File: config.mk
export PLATFORM = sky130hd
export DESIGN_NAME = ctrl_pc_unit
export DESIGN_NICKNAME = d
export VERILOG_FILES = /design/src/rtl/ctrl_pc_unit.sv
export SDC_FILE = /design/constraint.sdc
export NUM_CORES = 1
export LEC_CHECK = 0
export ABC_AREA = 1
export CAP_MARGIN = 40
export CORE_MARGIN = 3
export CORE_UTILIZATION = 45
export CTS_BUF_LIST = sky130_fd_sc_hd__clkbuf_4 sky130_fd_sc_hd__clkbuf_8
export DETAILED_ROUTE_END_ITERATION = 6
export PLACE_DENSITY = 0.83
export SKIP_CTS_REPAIR_TIMING = 1
export SLEW_MARGIN = 0
export SYNTH_ARGS = -nofsm -noshare
export SYNTH_HDL_FRONTEND = slang
export SYNTH_SLANG_ARGS = --single-unit
File: constraint.sdc
create_clock -name clk -period 2.35 [get_ports clk]
set_input_delay 0.47 -clock clk [delete_from_list [all_inputs] [get_ports clk]]
set_output_delay 0.47 -clock clk [all_outputs]
set_load 0.01 [all_outputs]
File: src/rtl/ctrl_pc_unit.sv
// ctrl_pc_unit: control and sequencing core of the 8-bit single-cycle processor.
//   - Decodes opcode (instr[7:4]) into datapath control signals (combinational).
//   - Holds the program counter and computes the next PC.
//   - Gates the branch condition (branch_taken = zero & Branch).
// Ports:
//   clk            rising-edge clock
//   reset          asynchronous, active-low reset (clears pc)
//   opcode [3:0]   instruction bits [7:4]
//   zero           ALU zero flag
//   imm   [AW-1:0] extended immediate
//   sbeq  [AW-1:0] branch offset register value
//   pc    [AW-1:0] current PC / instruction memory address
//   branch_taken   zero & Branch
//   MemRead, MemWrite, RegFonte, EscReg, RegOrdem2, PCouSalto,
//   SaltoGeral, Branch, UlaFonte1, CtrlUla          1-bit decoded controls
//   RegOrdem1, RegOrdem3, ExtensorSinal, UlaFonte2  2-bit decoded mux selects
module ctrl_pc_unit #(
  parameter int AW = 8
) (
  input  logic          clk,
  input  logic          reset,
  input  logic [3:0]    opcode,
  input  logic          zero,
  input  logic [AW-1:0] imm,
  input  logic [AW-1:0] sbeq,
  output logic [AW-1:0] pc,
  output logic          branch_taken,
  output logic          MemRead,
  output logic          MemWrite,
  output logic          RegFonte,
  output logic          EscReg,
  output logic          RegOrdem2,
  output logic          PCouSalto,
  output logic          SaltoGeral,
  output logic          Branch,
  output logic          UlaFonte1,
  output logic          CtrlUla,
  output logic [1:0]    RegOrdem1,
  output logic [1:0]    RegOrdem3,
  output logic [1:0]    ExtensorSinal,
  output logic [1:0]    UlaFonte2
);

  typedef enum logic [3:0] {
    OP_ADD  = 4'h0,
    OP_SUB  = 4'h1,
    OP_ADDI = 4'h2,
    OP_LI   = 4'h3,
    OP_LW   = 4'h4,
    OP_SW   = 4'h5,
    OP_BEQ  = 4'h6,
    OP_JR   = 4'h7,
    OP_JMP  = 4'h8,
    OP_HALT = 4'hF
  } opcode_e;

  typedef enum logic {
    ST_RUN,
    ST_HALTED
  } state_e;

  state_e        state, state_next;
  logic          is_halt;
  logic [AW-1:0] offset, base, next_pc;

  // Instruction decode; anything not listed (9-E, unknown) behaves as NOP.
  always_comb begin
    MemRead       = 1'b0;
    MemWrite      = 1'b0;
    RegFonte      = 1'b0;
    EscReg        = 1'b0;
    RegOrdem2     = 1'b0;
    PCouSalto     = 1'b0;
    SaltoGeral    = 1'b0;
    Branch        = 1'b0;
    UlaFonte1     = 1'b0;
    CtrlUla       = 1'b0;
    RegOrdem1     = 2'd0;
    RegOrdem3     = 2'd0;
    ExtensorSinal = 2'd0;
    UlaFonte2     = 2'd0;
    is_halt       = 1'b0;
    case (opcode)
      OP_ADD, OP_SUB: begin
        RegOrdem2 = 1'b1;
        UlaFonte2 = 2'd2;
        RegFonte  = 1'b1;
        EscReg    = 1'b1;
        PCouSalto = 1'b1;
        CtrlUla   = (opcode == OP_SUB);
      end
      OP_ADDI: begin
        RegOrdem1     = 2'd1;
        ExtensorSinal = 2'd2;
        RegFonte      = 1'b1;
        EscReg        = 1'b1;
        PCouSalto     = 1'b1;
      end
      OP_LI: begin
        UlaFonte1 = 1'b1;
        UlaFonte2 = 2'd1;
        RegOrdem3 = 2'd2;
        RegFonte  = 1'b1;
        EscReg    = 1'b1;
        PCouSalto = 1'b1;
      end
      OP_LW: begin
        UlaFonte2 = 2'd1;
        MemRead   = 1'b1;
        EscReg    = 1'b1;
        PCouSalto = 1'b1;
      end
      OP_SW: begin
        RegOrdem1     = 2'd1;
        UlaFonte1     = 1'b1;
        UlaFonte2     = 2'd1;
        ExtensorSinal = 2'd2;
        MemWrite      = 1'b1;
        PCouSalto     = 1'b1;
      end
      OP_BEQ: begin
        RegOrdem2  = 1'b1;
        UlaFonte2  = 2'd2;
        CtrlUla    = 1'b1;
        Branch     = 1'b1;
        SaltoGeral = 1'b1;
        PCouSalto  = 1'b1;
      end
      OP_JR: begin
        ExtensorSinal = 2'd1;
        SaltoGeral    = 1'b1;
        PCouSalto     = 1'b1;
      end
      OP_JMP: begin
        ExtensorSinal = 2'd1;
        SaltoGeral    = 1'b1;
      end
      OP_HALT: begin
        is_halt = 1'b1;
      end
      default: begin
        PCouSalto = 1'b1;
      end
    endcase
  end

  assign branch_taken = zero & Branch;

  // Next PC = offset + base, carries dropped.
  always_comb begin
    if (!SaltoGeral)  offset = '0;
    else if (Branch)  offset = zero ? sbeq : '0;
    else              offset = imm;
    base    = PCouSalto ? pc + AW'(1) : '0;
    next_pc = offset + base;
  end

  // Once HALT is executed the PC is frozen until reset, whatever opcode follows.
  always_ff @(posedge clk or negedge reset) begin
    if (!reset) state <= ST_RUN;
    else        state <= state_next;
  end

  always_comb begin
    state_next = state;
    case (state)
      ST_RUN:    if (is_halt) state_next = ST_HALTED;
      ST_HALTED: state_next = ST_HALTED;
      default:   state_next = ST_RUN;
    endcase
  end

  always_ff @(posedge clk or negedge reset) begin
    if (!reset)                          pc <= '0;
    else if (state == ST_RUN && !is_halt) pc <= next_pc;
  end

endmodule

==> flow_summary_export.csv, run 1 <==
group,metric,value,unit
run_status,status,"completed",
power_and_ir_drop,leakage,1.188,nW
clocking,cts-root-buf,"clkbuf_4",
timing,max_freq,0.4380,GHz
global_routing,grt_usage,0.2120,
die,fp.dieH,58.12,microns
yosys,netlist_area,0.001222,sq mm
die,io_pins,50,
placement,place_congestion,0.9126,
clocking,clock_latency,0.26,ns
cells_and_area,nets,304,
timing,fin_tns_setup,0,ns
power_and_ir_drop,cellPowerDensity,650.1,mW/mm^2
worst_setup_path,worstPathArrival,2.44,ns
yosys,synth_seq_cells,9,
worst_setup_path,reg2reg_depth,13,
routing,drc,0,
routing,drt-pass1-iter-count,4,
clocking,h-tree-depth,1,
timing,grt_setup_unrepaired,"true",
worst_setup_path,worstSetupPathType,"in2reg",
clocking,cts_buffers,3,
routing,wl_per_cell,12.23,microns
timing,finalHoldViolCount,0,
yosys,ys_warn_count,0,
power_and_ir_drop,p_total,1.343,mW
cells_and_area,area_growth,68.99,%
placement,place_inst,296,
timing,fin_crit_sh,0.9716,
die,initial_core_util,0.4846,
cells_and_area,antenna_cells,0,
routing,ant_nets,0,
timing,slew_violations,0,
hold_path,min_path_type,"in2async",
clocking,clockBufferDepth,2,
timing,skew,0.004868,ns
worst_setup_path,worst_ep_required_time,2.50,ns
die,num_rows,18,
global_routing,grt_first_pass_wirelength,5740,microns
die,die_w,58.12,microns
yosys,syn_avg_cell_area,6.434,sq um
power_and_ir_drop,ir_drop,937.7,uV
global_routing,grt_pass1_vias,1359,
worst_setup_path,cp_max_fo,5,
yosys,synth.distinct_cells,33,
routing,avgViaCountPerCell,4.973,
placement,port_buffers,47,
cells_and_area,final_common_cell,"nand2_1",
clocking,clk_pin_slew,0.06,ns
worst_setup_path,crit_path_end_kind,"register",
yosys,ys_seq_area_frac,0.1842,
die,die_area,0.003378,sq mm
worst_setup_path,cp-start-kind,"input pin",
cells_and_area,final_cells,301,
timing,setup_violations,0,
routing,vias,1497,
cells_and_area,drive_above_1_share,0.2804,
placement,place.detailed.hpwl,2974,microns
timing,period_minus_slack,2.283,ns
routing,drt_iter0_markers,62,
clocking,cts.sinks,9,
global_routing,grt_start_max_net_pins,11,
yosys,syn_inst,190,
global_routing,antenna_found_initial,0,
run,max-cap-violations,0,
global_routing,overflow,0,
timing,hold_ws,0.4987,ns
cells_and_area,final_cell_mix,"nand2_1, clkdlybuf4s50_1, buf_4",
clocking,cts_tree,"built",
routing,wl,3681,microns
die,core,0.002522,sq mm
critical path, stage by stage:
cell             delay, ns
clkdlybuf4s50_1       0.43
nand2_2               0.10
inv_4                 0.04
buf_12                0.12
a22o_1                0.17
nand2_1               0.05
inv_1                 0.05
ha_1                  0.31
inv_1                 0.06
o21bai_1              0.19
nand3_1               0.12
nand3_1               0.10
nand3_1               0.08
nand3_1               0.08
nand2_1               0.05
power by group:
group | switching, mW | leakage [nW] | internal [mW]
logic | 0.433 | 1.06 | 0.475
clock network | 0.0546 | 0.0184 | 0.0770
registers | 0.0843 | 0.109 | 0.218
routing by layer:
layer | GRT usage | up-vias | share of wire
li1 | - | 765 | -
met1 | 0.2799 | 675 | 0.41
met2 | 0.3710 | 57 | 0.52
met3 | 0.03341 | 0 | 0.073
met4 | 0.02980 | 0 | 0
met5 | 0 | - | 0
registers in the layout, indices dropped and copies added, names as in the netlist:
name   cells
pc         8
state      1
kinds of logic after synthesis:
logic type	share of synthesized area
DFF	0.1842
AOI/OAI and AO/OA	0.1535
and+or+nand+nor	0.3971
other	0.003068
xor gates and xnor gates	0.02150
adders and majority gates	0.09826
buffers and inverters	0.1423
area by class of cell:
cell class | count | area [sq um]
tap | 30 | 37.54
timing repair buffer | 79 | 740.7
fill | 173 | 456.7
clock buffer | 4 | 30.03
sequential | 9 | 225.2
multi-input combinational | 140 | 883.3
inverter | 39 | 148.9
synthesized netlist by cell type, drive strengths merged:
cell type | count | area, sq um
a21oi | 6 | 30.03
a22o | 7 | 61.31
a311oi | 1 | 8.760
a31oi | 2 | 12.51
and3 | 1 | 6.260
buf | 3 | 26.27
clkinv | 1 | 5.000
conb | 1 | 3.750
dfrtp | 9 | 225.2
fa | 1 | 20.02
ha | 8 | 100.1
inv | 38 | 142.6
nand2 | 55 | 226.5
nand3 | 12 | 77.58
nand3b | 1 | 7.510
nand4 | 2 | 12.51
nor2 | 23 | 145.1
nor3 | 2 | 10.01
o21ai | 12 | 60.05
o21bai | 1 | 7.510
o31ai | 1 | 7.510
xnor2 | 1 | 8.760
xor2 | 2 | 17.52
path summary, 6_finish.rpt:
| check | from | endpoint | slack, ns |
|---|---|---|---|
| min in group clk | pc[7] | pc[7] | 0.55 |
| worst min-delay path | reset | pc[4] | 0.50 |
| worst max-delay path | zero | pc[7] | 0.07 |
| max in group asynchronous | reset | pc[1] | 1.57 |
| worst max register to register | pc[0] | pc[7] | 0.15 |
| worst min register to register | pc[7] | pc[7] | 0.55 |
per-stage QoR:
| stage | setup WS, ns | instance area (sq um) | util |
|---|---|---|---|
| after CTS | -0.4203 | 1971 | 0.7813 |
| after floorplan | 0.08259 | 1226 | - |
| final | 0.06683 | 2066 | 0.8189 |
| after global placement | -0.4547 | 1941 | 0.7693 |
| after global routing | -0.03984 | 2066 | 0.8189 |
| after detailed placement | -0.4798 | 1941 | 0.7693 |
Note: power is estimated with default switching activity, not from simulation.
==> inputs of run 2 (changes only) <==
--- a/config.mk
+++ b/config.mk
@@ -5,10 +5,10 @@
 export SDC_FILE = /design/constraint.sdc
 export NUM_CORES = 1
 export LEC_CHECK = 0
-export ABC_AREA = 1
+export ABC_AREA = 0
 export CAP_MARGIN = 40
 export CORE_MARGIN = 3
-export CORE_UTILIZATION = 45
+export CORE_UTILIZATION = 44
 export CTS_BUF_LIST = sky130_fd_sc_hd__clkbuf_4 sky130_fd_sc_hd__clkbuf_8
 export DETAILED_ROUTE_END_ITERATION = 6
 export PLACE_DENSITY = 0.83
==> run 2 against run 1 <==
Against the previous run: the run now ends with negative setup slack left; combinational power up 3.9%; sequential share of layout area down 0.24 points; global-route usage up 6.8 points; maximum frequency down 16%; critical path depth down 3; final cell count down 8.0%; wire length up 50%; utilization up 8.9 points; via count up 12%; synthesized area down 5.9%; synthesized cell count down 16%; register-to-register slack worse by 0.46 ns; largest cell class unchanged.
==> flow_summary_export.csv, run 2 <==
group,metric,value,unit
clocking,cts.sinks,9,
cells_and_area,final_common_cell,"buf_4",
worst_setup_path,path_cells,"buf_4, nand4bb_4, buf_4, nand2_1, a21oi_2, ha_1, a21o_1, a2111oi_4, a21oi_2, xnor2_2, mux2_4, nand4_1",
yosys,syn_inst,160,
power_and_ir_drop,netSwitchingPower,0.5911,mW
timing,max_freq,0.3677,GHz
routing,wl_per_cell,19.92,microns
die,io_pins,50,
yosys,post-synth-top-area-cell,"dfrtp_1",
global_routing,grt_start_max_net_pins,11,
yosys,synthArstFlopShare,1.000,
yosys,muxShareOfSynthArea,0.02829,
timing,layout_setup_ws,-0.3694,ns
worst_setup_path,rr_endpoint,"pc[7]",
clocking,cts_buffers,3,
routing,ant_nets,0,
worst_setup_path,cp_num_cells,12,
yosys,synth_fa_ha_area_frac,0.1045,
cells_and_area,antenna_cells,0,
clocking,cts_tree,"built",
cells_and_area,final_cells,277,
power_and_ir_drop,ir_drop,768.0,uV
die,die_w,57.12,microns
cells_and_area,nets,282,
yosys,synth.distinct_cells,42,
run_status,violations,"negative setup slack",
cells_and_area,area_growth,84.66,%
worst_setup_path,r2r-start,"pc[1]",
worst_setup_path,cp_top_family,"compound AO/OA/AOI/OAI gates",
routing,wl,5518,microns
yosys,synth_seq_cells,9,
clocking,clock_latency,0.27,ns
yosys,synthXorXnorAreaFrac,0.07508,
cells_and_area,drive_above_1_share,0.3414,
die,initial_core_util,0.4914,
placement,place_ws,-0.9491,ns
worst_setup_path,crit_buf_inv,2,
placement,place_inst,264,
cells_and_area,largestRegisters,"pc: 8 flops, state: 1 flops",
timing,slew_violations,0,
clocking,cts-root-buf,"clkbuf_4",
yosys,ys_warn_count,0,
timing,skew,0.002423,ns
worst_setup_path,cp_max_fo,5,
run_status,status,"finished, violations left",
worst_setup_path,cp_slowest_stage_delay,0.37,ns
yosys,netlist_area,0.001150,sq mm
worst_setup_path,crit_start,"opcode[0]",
global_routing,grt_pass1_vias,1600,
power_and_ir_drop,p_total,1.365,mW
die,fp.dieH,57.12,microns
power_and_ir_drop,cell_internal_pwr,0.7744,mW
cells_and_area,fillerInstances,103,
clocking,h-tree-depth,1,
worst_setup_path,worstPathArrival,2.93,ns
routing,drc,0,
yosys,ys.flop_type,"dfrtp_1",
yosys,synth_area_leaders,"dfrtp_1, ha_1, nand2_1",
die,die_area,0.003263,sq mm
yosys,synth.top_cell.area_share,0.1959,
routing,avgViaCountPerCell,6.065,
routing,vias,1680,
timing,finalHoldViolCount,0,
cells_and_area,final_area,0.002123,sq mm
routing,drt_iter0_markers,103,
run,max-cap-violations,0,
yosys,syn_avg_cell_area,7.187,sq um
timing,fin_tns_setup,-0.9593,ns
power_and_ir_drop,pwr-share-comb,0.691,
cells_and_area,final_cell_mix,"buf_4, clkdlybuf4s50_1, nand2_1",
worst_setup_path,worstSetupEndpoint,"pc[7]",
worst_setup_path,reg2reg_depth,10,
global_routing,grt_usage,0.2803,
power_and_ir_drop,leakage,1.038,nW
worst_setup_path,cp-start-kind,"input pin",
yosys,synthSimpleGateAreaFrac,0.3526,
routing,drt-pass1-iter-count,6,
placement,place_congestion,0.8553,
yosys,ys_seq_area_frac,0.1959,
cells_and_area,fin_util,0.9075,
power_and_ir_drop,cellPowerDensity,643.1,mW/mm^2
worst_setup_path,worstSetupPathType,"in2reg",
cells_and_area,largest_reg_flops,8,
timing,period_minus_slack,2.719,ns
power_and_ir_drop,power_frac_seq,0.206,
worst_setup_path,r2r_slack,-0.31,ns
worst_setup_path,worst_ep_required_time,2.56,ns
yosys,yosysMostFrequentCell,"nand2_1",
timing,setup_violations,5,
yosys,synth_edf_count,0,
timing,fin_crit_sh,1.157,
yosys,synth_compound_area_frac,0.1632,
worst_setup_path,cp_slowest_cell,"a2111oi_4",
cells_and_area,top_register,"pc",
global_routing,grt_first_pass_wirelength,7196,microns
global_routing,overflow,0,
hold_path,min_path_type,"in2async",
clocking,clk_pin_slew,0.07,ns
yosys,synth_top_family_by_area,"simple AND/OR/NAND/NOR gates",
power_and_ir_drop,p_clk_frac,0.102,
global_routing,antenna_found_initial,0,
placement,place.detailed.hpwl,3344,microns
die,num_rows,17,
worst_setup_path,crit_path_end_kind,"register",
power_and_ir_drop,sw_frac_of_total,0.4329,
placement,port_buffers,47,
timing,grt_setup_unrepaired,"true",
die,core,0.002340,sq mm
timing,hold_ws,0.5035,ns
yosys,synth_commonest_cells,"nand2_1, a21oi_1, nor2_1",
clocking,clockBufferDepth,2,
placement,placed_area,0.001964,sq mm
==> run 2: cell types whose count changed after synthesis, sizes merged, moves of 5 or more <==
cell	delta
a21oi	+8
nor2	-10
nand2	-29
o21ai	-7
a22o	-7
clkbuf	+5
inv	-30
==> run 2: area by class of cell <==
type	instances	area [sq um]	share of cell area
Inverter	9	38.79	0.01827
Clock buffer	4	30.03	0.01414
Sequential cell	9	226.5	0.1067
Multi-Input combinational cell	132	949.7	0.4473
Tap cell	28	35.03	0.01650
Timing Repair Buffer	95	843.3	0.3972
==> run 2: how the worst min path moves through the flow <==
stage,from,cells past startpoint,end,slack (ns)
final,reset,1,pc[7],0.50
after global routing,reset,1,pc[7],0.52
after CTS,reset,1,pc[7],0.51
after detailed placement,pc[1],2,pc[1],0.54
after global placement,pc[1],2,pc[1],0.53
after floorplan,reset,0,pc[0],0.17
==> run 2: power by group through the flow <==
stage                     logic, mW  clock network, mW  registers [mW]
final                         0.944              0.139           0.282
after global routing          0.987              0.149           0.286
after CTS                     0.856              0.139           0.274
after detailed placement      0.821                  0           0.274
after global placement        0.792                  0           0.269
after floorplan               0.356                  0           0.303
==> run 2: metal layers <==
| metal | share of wire | GRT usage | vias up |
|---|---|---|---|
| met5 | 0 | 0 | - |
| met3 | 0.071 | 0.05430 | 42 |
| met2 | 0.51 | 0.5367 | 120 |
| li1 | - | - | 727 |
| met4 | 0.063 | 0.1126 | 0 |
| met1 | 0.35 | 0.2953 | 791 |
==> run 2: cell families (layout without fill, tap and decap cells) <==
group	Yosys count	after routing
AND/OR/NAND/NOR	79	79
AO/OA/AOI/OAI	30	30
buffers and inverters	20	108
adder cells (fa/ha/maj)	9	9
XOR/XNOR	9	9
flip-flops	9	9
multiplexers	3	3
other	1	2
